### config.mk
export PLATFORM = sky130hd
export DESIGN_NAME = banked_register_file_flat
export DESIGN_NICKNAME = d
export VERILOG_FILES = /design/src/rtl/minigpu_pkg.sv /design/src/rtl/banked_register_file_if.sv /design/src/rtl/rf_scoreboard.sv /design/src/rtl/banked_register_file.sv /design/src/flat_wrapper.sv
export SDC_FILE = /design/constraint.sdc
export NUM_CORES = 1
export LEC_CHECK = 0
export CORE_UTILIZATION = 46
export DETAILED_ROUTE_END_ITERATION = 10
export PLACE_DENSITY_LB_ADDON = 0.12
export SLEW_MARGIN = 0
export SYNTH_ARGS = -nofsm -noshare
export SYNTH_HDL_FRONTEND = slang
export SYNTH_SLANG_ARGS = --single-unit
### constraint.sdc
create_clock -name clk -period 23.4 [get_ports clk]
set_input_delay 3.51 -clock clk [delete_from_list [all_inputs] [get_ports clk]]
set_output_delay 3.51 -clock clk [all_outputs]
set_load 0.005 [all_outputs]
### src/rtl/minigpu_pkg.sv
// Shared encodings for the banked register file.
// Scheduler states and reserved-register offsets.
package minigpu_pkg;

   typedef enum logic [2:0] {
      STATE_IDLE    = 3'b000,
      STATE_FETCH   = 3'b001,
      STATE_DECODE  = 3'b010,
      STATE_REQUEST = 3'b011,
      STATE_WAIT    = 3'b100,
      STATE_EXECUTE = 3'b101,
      STATE_UPDATE  = 3'b110,
      STATE_DONE    = 3'b111
   } core_state_t;

   // Offsets counted down from NUM_REGS
   localparam int RSV_BLOCK_ID  = 3;
   localparam int RSV_THREAD_ID = 2;
   localparam int RSV_TPB       = 1;

   function automatic logic is_reserved(
      input int unsigned addr,
      input int unsigned num_regs
   );
      return addr >= (num_regs - 32'(RSV_BLOCK_ID));
   endfunction

endpackage

### src/rtl/banked_register_file_if.sv
// LSU write-back handshake bundle.
// Master is the LSU, slave is the register file.
interface banked_register_file_if #(
   parameter int NUM_THREADS = 4,
   parameter int DATA_W      = 8,
   parameter int ADDR_W      = 4
);
   logic [NUM_THREADS-1:0]        lsu_wb_valid;
   logic [ADDR_W-1:0]             lsu_wb_addr;
   logic [NUM_THREADS*DATA_W-1:0] lsu_wb_data;
   logic                          lsu_wb_ready;

   modport master (
      output lsu_wb_valid,
      output lsu_wb_addr,
      output lsu_wb_data,
      input  lsu_wb_ready
   );

   modport slave (
      input  lsu_wb_valid,
      input  lsu_wb_addr,
      input  lsu_wb_data,
      output lsu_wb_ready
   );
endinterface

### src/rtl/rf_scoreboard.sv
// Per-thread load scoreboard: pending bits and hazard.
// Set beats clear when both target the same bit.
module rf_scoreboard #(
   parameter int NUM_REGS    = 16,
   parameter int NUM_THREADS = 4,
   parameter int ADDR_W      = 4
) (
   input  logic                   clk,
   input  logic                   reset,
   input  logic [NUM_THREADS-1:0] set,
   input  logic [NUM_THREADS-1:0] clr,
   input  logic [ADDR_W-1:0]      clr_addr,
   input  logic [NUM_THREADS-1:0] thread_en,
   input  logic [ADDR_W-1:0]      rs_addr,
   input  logic [ADDR_W-1:0]      rt_addr,
   input  logic [ADDR_W-1:0]      rd_addr,
   output logic                   hazard,
   output logic [NUM_THREADS-1:0] rd_pend
);

   logic [NUM_REGS-1:0] pend [NUM_THREADS];

   // Pending-bit update; set is applied last so it wins
   always_ff @(posedge clk or posedge reset) begin
      if (reset) begin
         for (int t = 0; t < NUM_THREADS; t++)
            pend[t] <= '0;
      end else begin
         for (int t = 0; t < NUM_THREADS; t++) begin
            if (clr[t])
               pend[t][clr_addr] <= 1'b0;
            if (set[t])
               pend[t][rd_addr] <= 1'b1;
         end
      end
   end

   // Hazard reduction over active threads
   always_comb begin
      hazard  = 1'b0;
      rd_pend = '0;
      for (int t = 0; t < NUM_THREADS; t++) begin
         rd_pend[t] = pend[t][rd_addr];
         if (thread_en[t])
            hazard = hazard | pend[t][rs_addr]
                   | pend[t][rt_addr] | pend[t][rd_addr];
      end
   end

endmodule

### src/rtl/banked_register_file.sv
// Banked per-thread register file with LSU write-back port.
// Optional macro REGFILE_BYPASS_EN forwards same-cycle writes to reads.
module banked_register_file
   import minigpu_pkg::*;
#(
   parameter  int DATA_W      = 8,
   parameter  int NUM_REGS    = 16,
   parameter  int NUM_THREADS = 4,
   localparam int ADDR_W      = $clog2(NUM_REGS)
) (
   input  logic                          clk,
   input  logic                          reset,
   input  logic                          enable,
   input  logic [2:0]                    core_state,
   input  logic [NUM_THREADS-1:0]        thread_en,
   input  logic                          ctx_load,
   input  logic [DATA_W-1:0]             block_id,
   input  logic [DATA_W-1:0]             threads_per_block,
   input  logic [ADDR_W-1:0]             rs_addr,
   input  logic [ADDR_W-1:0]             rt_addr,
   input  logic [ADDR_W-1:0]             rd_addr,
   input  logic                          wr_en,
   input  logic [NUM_THREADS*DATA_W-1:0] wr_data,
   input  logic                          ld_issue,
   banked_register_file_if.slave         lsu_wb,
   output logic [NUM_THREADS*DATA_W-1:0] rs_data,
   output logic [NUM_THREADS*DATA_W-1:0] rt_data,
   output logic                          hazard,
   output logic                          wr_conflict_err
);

   logic [DATA_W-1:0]      regs [NUM_THREADS][NUM_REGS];
   logic                   req;
   logic                   rd_rsv;
   logic                   wb_rsv;
   logic                   wb_block;
   logic [NUM_THREADS-1:0] core_try;
   logic [NUM_THREADS-1:0] core_we;
   logic [NUM_THREADS-1:0] conflict;
   logic [NUM_THREADS-1:0] ld_set;
   logic [NUM_THREADS-1:0] wb_we;
   logic [NUM_THREADS-1:0] rd_pend;

   // Write qualification; core write wins an address clash with the LSU
   always_comb begin
      req      = enable && (core_state == STATE_REQUEST);
      rd_rsv   = is_reserved(32'(rd_addr), NUM_REGS);
      wb_rsv   = is_reserved(32'(lsu_wb.lsu_wb_addr), NUM_REGS);
      core_try = (req && wr_en && !rd_rsv) ? thread_en : '0;
      core_we  = core_try & ~rd_pend;
      conflict = core_try & rd_pend;
      ld_set   = (req && ld_issue && !rd_rsv) ? thread_en : '0;
      wb_block = (lsu_wb.lsu_wb_addr == rd_addr)
               && |(core_we & lsu_wb.lsu_wb_valid);
      wb_we    = (enable && !wb_block && !wb_rsv)
               ? lsu_wb.lsu_wb_valid : '0;
   end

   assign lsu_wb.lsu_wb_ready = !wb_block;

   rf_scoreboard #(
      .NUM_REGS    (NUM_REGS),
      .NUM_THREADS (NUM_THREADS),
      .ADDR_W      (ADDR_W)
   ) u_sb (
      .clk       (clk),
      .reset     (reset),
      .set       (ld_set),
      .clr       (wb_we),
      .clr_addr  (lsu_wb.lsu_wb_addr),
      .thread_en (thread_en),
      .rs_addr   (rs_addr),
      .rt_addr   (rt_addr),
      .rd_addr   (rd_addr),
      .hazard    (hazard),
      .rd_pend   (rd_pend)
   );

   // Register array: reset image, context load, then data writes
   always_ff @(posedge clk or posedge reset) begin
      if (reset) begin
         for (int t = 0; t < NUM_THREADS; t++)
            for (int r = 0; r < NUM_REGS; r++)
               regs[t][r] <= (r == NUM_REGS - RSV_THREAD_ID)
                           ? DATA_W'(t) : '0;
      end else begin
         if (enable && ctx_load) begin
            for (int t = 0; t < NUM_THREADS; t++) begin
               regs[t][NUM_REGS-RSV_BLOCK_ID] <= block_id;
               regs[t][NUM_REGS-RSV_TPB]      <= threads_per_block;
            end
         end
         for (int t = 0; t < NUM_THREADS; t++) begin
            if (wb_we[t])
               regs[t][lsu_wb.lsu_wb_addr] <=
                  lsu_wb.lsu_wb_data[t*DATA_W +: DATA_W];
            else if (core_we[t])
               regs[t][rd_addr] <= wr_data[t*DATA_W +: DATA_W];
         end
      end
   end

   // Sticky flag for core writes dropped on a pending register
   always_ff @(posedge clk or posedge reset) begin
      if (reset)
         wr_conflict_err <= 1'b0;
      else if (|conflict)
         wr_conflict_err <= 1'b1;
   end

   // Combinational read ports, optionally forwarding this cycle's commit
   always_comb begin
      rs_data = '0;
      rt_data = '0;
      for (int t = 0; t < NUM_THREADS; t++) begin
         rs_data[t*DATA_W +: DATA_W] = regs[t][rs_addr];
         rt_data[t*DATA_W +: DATA_W] = regs[t][rt_addr];
`ifdef REGFILE_BYPASS_EN
         if (core_we[t] && rd_addr == rs_addr)
            rs_data[t*DATA_W +: DATA_W] = wr_data[t*DATA_W +: DATA_W];
         if (core_we[t] && rd_addr == rt_addr)
            rt_data[t*DATA_W +: DATA_W] = wr_data[t*DATA_W +: DATA_W];
         if (wb_we[t] && lsu_wb.lsu_wb_addr == rs_addr)
            rs_data[t*DATA_W +: DATA_W] =
               lsu_wb.lsu_wb_data[t*DATA_W +: DATA_W];
         if (wb_we[t] && lsu_wb.lsu_wb_addr == rt_addr)
            rt_data[t*DATA_W +: DATA_W] =
               lsu_wb.lsu_wb_data[t*DATA_W +: DATA_W];
`endif
      end
   end

endmodule
### src/flat_wrapper.sv
// flat-port wrapper written by rule: the top's interface ports become plain ports
module banked_register_file_flat import minigpu_pkg::*;
#(
   parameter  int DATA_W      = 8,
   parameter  int NUM_REGS    = 16,
   parameter  int NUM_THREADS = 4,
   localparam int ADDR_W      = $clog2(NUM_REGS)
)
  (clk, reset, enable, core_state, thread_en, ctx_load, block_id, threads_per_block, rs_addr, rt_addr, rd_addr, wr_en, wr_data, ld_issue, rs_data, rt_data, hazard, wr_conflict_err, lsu_wb_lsu_wb_valid, lsu_wb_lsu_wb_addr, lsu_wb_lsu_wb_data, lsu_wb_lsu_wb_ready);
  banked_register_file_if #(.NUM_THREADS(NUM_THREADS), .DATA_W(DATA_W)) lsu_wb_i ();
  input  logic clk;
  input  logic reset;
  input  logic enable;
  input  logic [2:0] core_state;
  input  logic [NUM_THREADS-1:0] thread_en;
  input  logic ctx_load;
  input  logic [DATA_W-1:0] block_id;
  input  logic [DATA_W-1:0] threads_per_block;
  input  logic [ADDR_W-1:0] rs_addr;
  input  logic [ADDR_W-1:0] rt_addr;
  input  logic [ADDR_W-1:0] rd_addr;
  input  logic wr_en;
  input  logic [NUM_THREADS*DATA_W-1:0] wr_data;
  input  logic ld_issue;
  output logic [NUM_THREADS*DATA_W-1:0] rs_data;
  output logic [NUM_THREADS*DATA_W-1:0] rt_data;
  output logic hazard;
  output logic wr_conflict_err;
  input wire logic [$bits(lsu_wb_i.lsu_wb_valid)-1:0] lsu_wb_lsu_wb_valid;
  input wire logic [$bits(lsu_wb_i.lsu_wb_addr)-1:0] lsu_wb_lsu_wb_addr;
  input wire logic [$bits(lsu_wb_i.lsu_wb_data)-1:0] lsu_wb_lsu_wb_data;
  output wire logic [$bits(lsu_wb_i.lsu_wb_ready)-1:0] lsu_wb_lsu_wb_ready;
  assign lsu_wb_i.lsu_wb_valid = lsu_wb_lsu_wb_valid;
  assign lsu_wb_i.lsu_wb_addr = lsu_wb_lsu_wb_addr;
  assign lsu_wb_i.lsu_wb_data = lsu_wb_lsu_wb_data;
  assign lsu_wb_lsu_wb_ready = lsu_wb_i.lsu_wb_ready;
  banked_register_file #(.DATA_W(DATA_W), .NUM_REGS(NUM_REGS), .NUM_THREADS(NUM_THREADS)) u_core (.clk(clk), .reset(reset), .enable(enable), .core_state(core_state), .thread_en(thread_en), .ctx_load(ctx_load), .block_id(block_id), .threads_per_block(threads_per_block), .rs_addr(rs_addr), .rt_addr(rt_addr), .rd_addr(rd_addr), .wr_en(wr_en), .wr_data(wr_data), .ld_issue(ld_issue), .lsu_wb(lsu_wb_i), .rs_data(rs_data), .rt_data(rt_data), .hazard(hazard), .wr_conflict_err(wr_conflict_err));
endmodule
==> summary.md <==
| Metric | Value |
|---|---|
| Run status | complete, but fails checks |
| Failing checks | design-rule violations |
| Total Negative Setup Slacks | 0 ps |
| Final slew viol count | 0 |
| Sequential share of the synthesized area | 42.4% |
| Drt pass-1 iters | 8 |
| Post-DRT Antenna Nets | 0 |
| Die X | 274 um |
| Skew final | 34.6 ps |
| Core area | 73200 um^2 |
| Tcrit/Tclk final | 47.0% |
| Number of remaining DRC errors | 24 |
| CTS Sinks | 577 |
| Worst skew pair latency | 630 ps |
| CTS resizes | 0 |
| Yosys reg bits | 577 |
| GRT overflow | 0 |
| Main synth FF type | dfrtp_1 |
| Post-synth ARST share | 100% |
| Initial Util | 46.6% |
| Pre-CTS setup slack | 12320 ps |
| DR iter-0 viols | 4014 |
| Final setup vio count | 0 |
| NumNets Final | 2759 |
| Synthesized area | 34100 um^2 |
| Maxcap violations | 0 |
| Most common cell after layout, fill and taps aside | dfrtp_1 |
| Vias after detailed routing | 26992 |
| Syn Nets | 2723 |
| Most frequent cells in the layout | 573 x dfrtp_1, 405 x a221o_1, 390 x and2_1 |
| Startpoint types | primary input |
| Initial antenna violation count | 4 |
| Worst-margin pin slew | 1460 ps |
| Proportion of layout cells with a drive suffix above 1 | 24.1% |
| Yosys warns | 0 |
| Clock-pin slew on the worst setup and hold paths | 60 ps |
| IO Count | 180 |
| WP data required | 19890 ps |
| Hold Crit Class | flip-flop to flip-flop |
| Postcts setup bufs | 0 |
| Post-synth EDFFs | 0 |
| Fmax | 0.0908 GHz |
| Site row count | 99 |
| Die Ht | 274 um |
| Synth unique cells | 64 |
| Depth of the CTS H-tree | 3 |
| Layout area overhead | 13.3% |
| First-pass GRT wire length | 194000 um |
| Worst setup EP type | output pin |
| Worst path arrival time | 7500 ps |
| Die Area | 75200 um^2 |
| RSZ-0062 raised after global routing | no |
| Cts hold-fix bufs | 0 |
| Number of global-route vias before repair | 27134 |
| Power Density | 83.3 nW/um^2 |
| Tot GR Track Use | 35.8% |
| Via density | 7.38 |
| VDD IR max | 0.0483 mV |
| Post-Syn Instances | 2610 |
| Largest net degree at the start of global routing | 114 |
| I/O Buffers | 179 |
| Setup ws final | 12390 ps |
| Mapped Avg Cell Area | 13.1 um^2 |
| CTS Buf Count | 68 |
| CTS tree | built |
| Max_slew headroom | 2.16% |
| Dpl hpwl | 85300 um |
| Critical path class | primary input to output pin |
| Worst-path maximum fanout | 58 |
| Clock root cell | clkbuf_16 |
| Final hold viol count | 0 |
| Power Total | 0.00322 W |
| WL/cell | 36.4 um |
| WL final | 133000 um |
| Min Tclk post-route | 11010 ps |
| GPL Wtd Cong | 0.942 |
| CTS max path bufs | 3 |
| Leak Pwr | 16.3 nW |
## synth_stat cells (4+ instances only)
master / n / area, um^2
and2_1: 390 / 2440
mux2_1: 6 / 67.6
buf_4: 8 / 60.1
dfstp_2: 4 / 105
mux4_2: 366 / 8240
a221o_1: 405 / 4050
buf_2: 26 / 130
nand2_1: 52 / 195
o221ai_1: 9 / 78.8
mux2_2: 7 / 78.8
nand2b_1: 7 / 43.8
clkbuf_1: 200 / 751
buf_6: 21 / 236
o211ai_1: 4 / 30.0
nor2b_1: 10 / 62.6
mux2i_1: 8 / 80.1
o21ai_1: 4 / 20.0
xor2_1: 4 / 35.0
nand3_1: 18 / 90.1
and2_4: 11 / 96.3
buf_1: 32 / 120
and3_1: 28 / 175
o21ai_0: 107 / 536
o31a_1: 4 / 35.0
nor3_1: 8 / 40.0
dfrtp_1: 573 / 14300
a21o_1: 70 / 526
a21oi_2: 42 / 368
inv_1: 34 / 128
nor2_1: 76 / 285
o22ai_1: 4 / 25.0
a21oi_1: 11 / 55.1
a211oi_1: 20 / 150
## through the flow
| stage | cells | util (%) | cell area (um^2) | hold WS [ps] |
|---|---|---|---|---|
| 2_1_floorplan | 2610 | - | 34100 | 432 |
| 3_3_place_gp | 3535 | 49.7 | 36400 | 362 |
| 3_5_place_dp | 3535 | 49.7 | 36400 | 363 |
| 4_1_cts | 3652 | 52.8 | 38600 | 371 |
| 5_1_grt | 3654 | 52.8 | 38600 | 380 |
| 6_report | 3655 | 52.8 | 38600 | 372 |
## registers in the layout, summed over array words and instances (netlist names)
name                    count
u_core.regs               512
u_core.u_sb.pend           64
u_core.wr_conflict_err      1
## worst paths after layout
path / startpoint / end / depth (start not counted) / slack [ps]
min: u_core.regs[137] / u_core.regs[137] / 0 / 370
min reg2reg: u_core.regs[137] / u_core.regs[137] / 0 / 370
max: rt_addr[0] / rt_data[15] / 6 / 12390
max in group asynchronous: reset / u_core.regs[453] / 5 / 16800
min in group asynchronous: reset / u_core.regs[120] / 2 / 3460
max reg2reg: u_core.u_sb.pend[32] / u_core.regs[287] / 8 / 18940
## area by class of cell
cell class                 instances  area, um^2
clock inverter                    17         164
inverter                          34         135
tap                              959        1200
sequential                       577       14400
multi-input combinational       1710       18300
clock buffer                     100        2050
fill                            6066       34600
timing repair buffer             255        2350
antenna                            3        7.51
## cell families after synthesis
logic type	Yosys count	share of synthesized area, %
AND/OR/NAND/NOR	613	10.3
AO/OA/AOI/OAI	706	18.1
XOR/XNOR	4	0.103
multiplexers	387	24.8
flip-flops	577	42.4
buffers and inverters	323	4.28
## report_power, final
| group | internal (W) | switching (W) | total [W] |
|---|---|---|---|
| Combinational | 0.000463 | 0.000291 | 0.000753 |
| Clock | 0.000630 | 0.000451 | 0.00108 |
| Sequential | 0.00120 | 0.000188 | 0.00138 |
## per-layer routing
layer  wire, um  up-vias  global-route usage, %
met3      15400      402                   9.83
met4       6970        0                   17.0
met2      59100     1963                   52.3
met1      51800    14075                   49.6
li1           -    10552                      -
met5          0        -                  0.321
## critical path: stages
cell	delay, ps
buf_8	470
buf_4	830
buf_4	850
mux4_2	610
mux4_2	550
clkdlybuf4s50_1	490
Power figures use the tool's default switching activity.
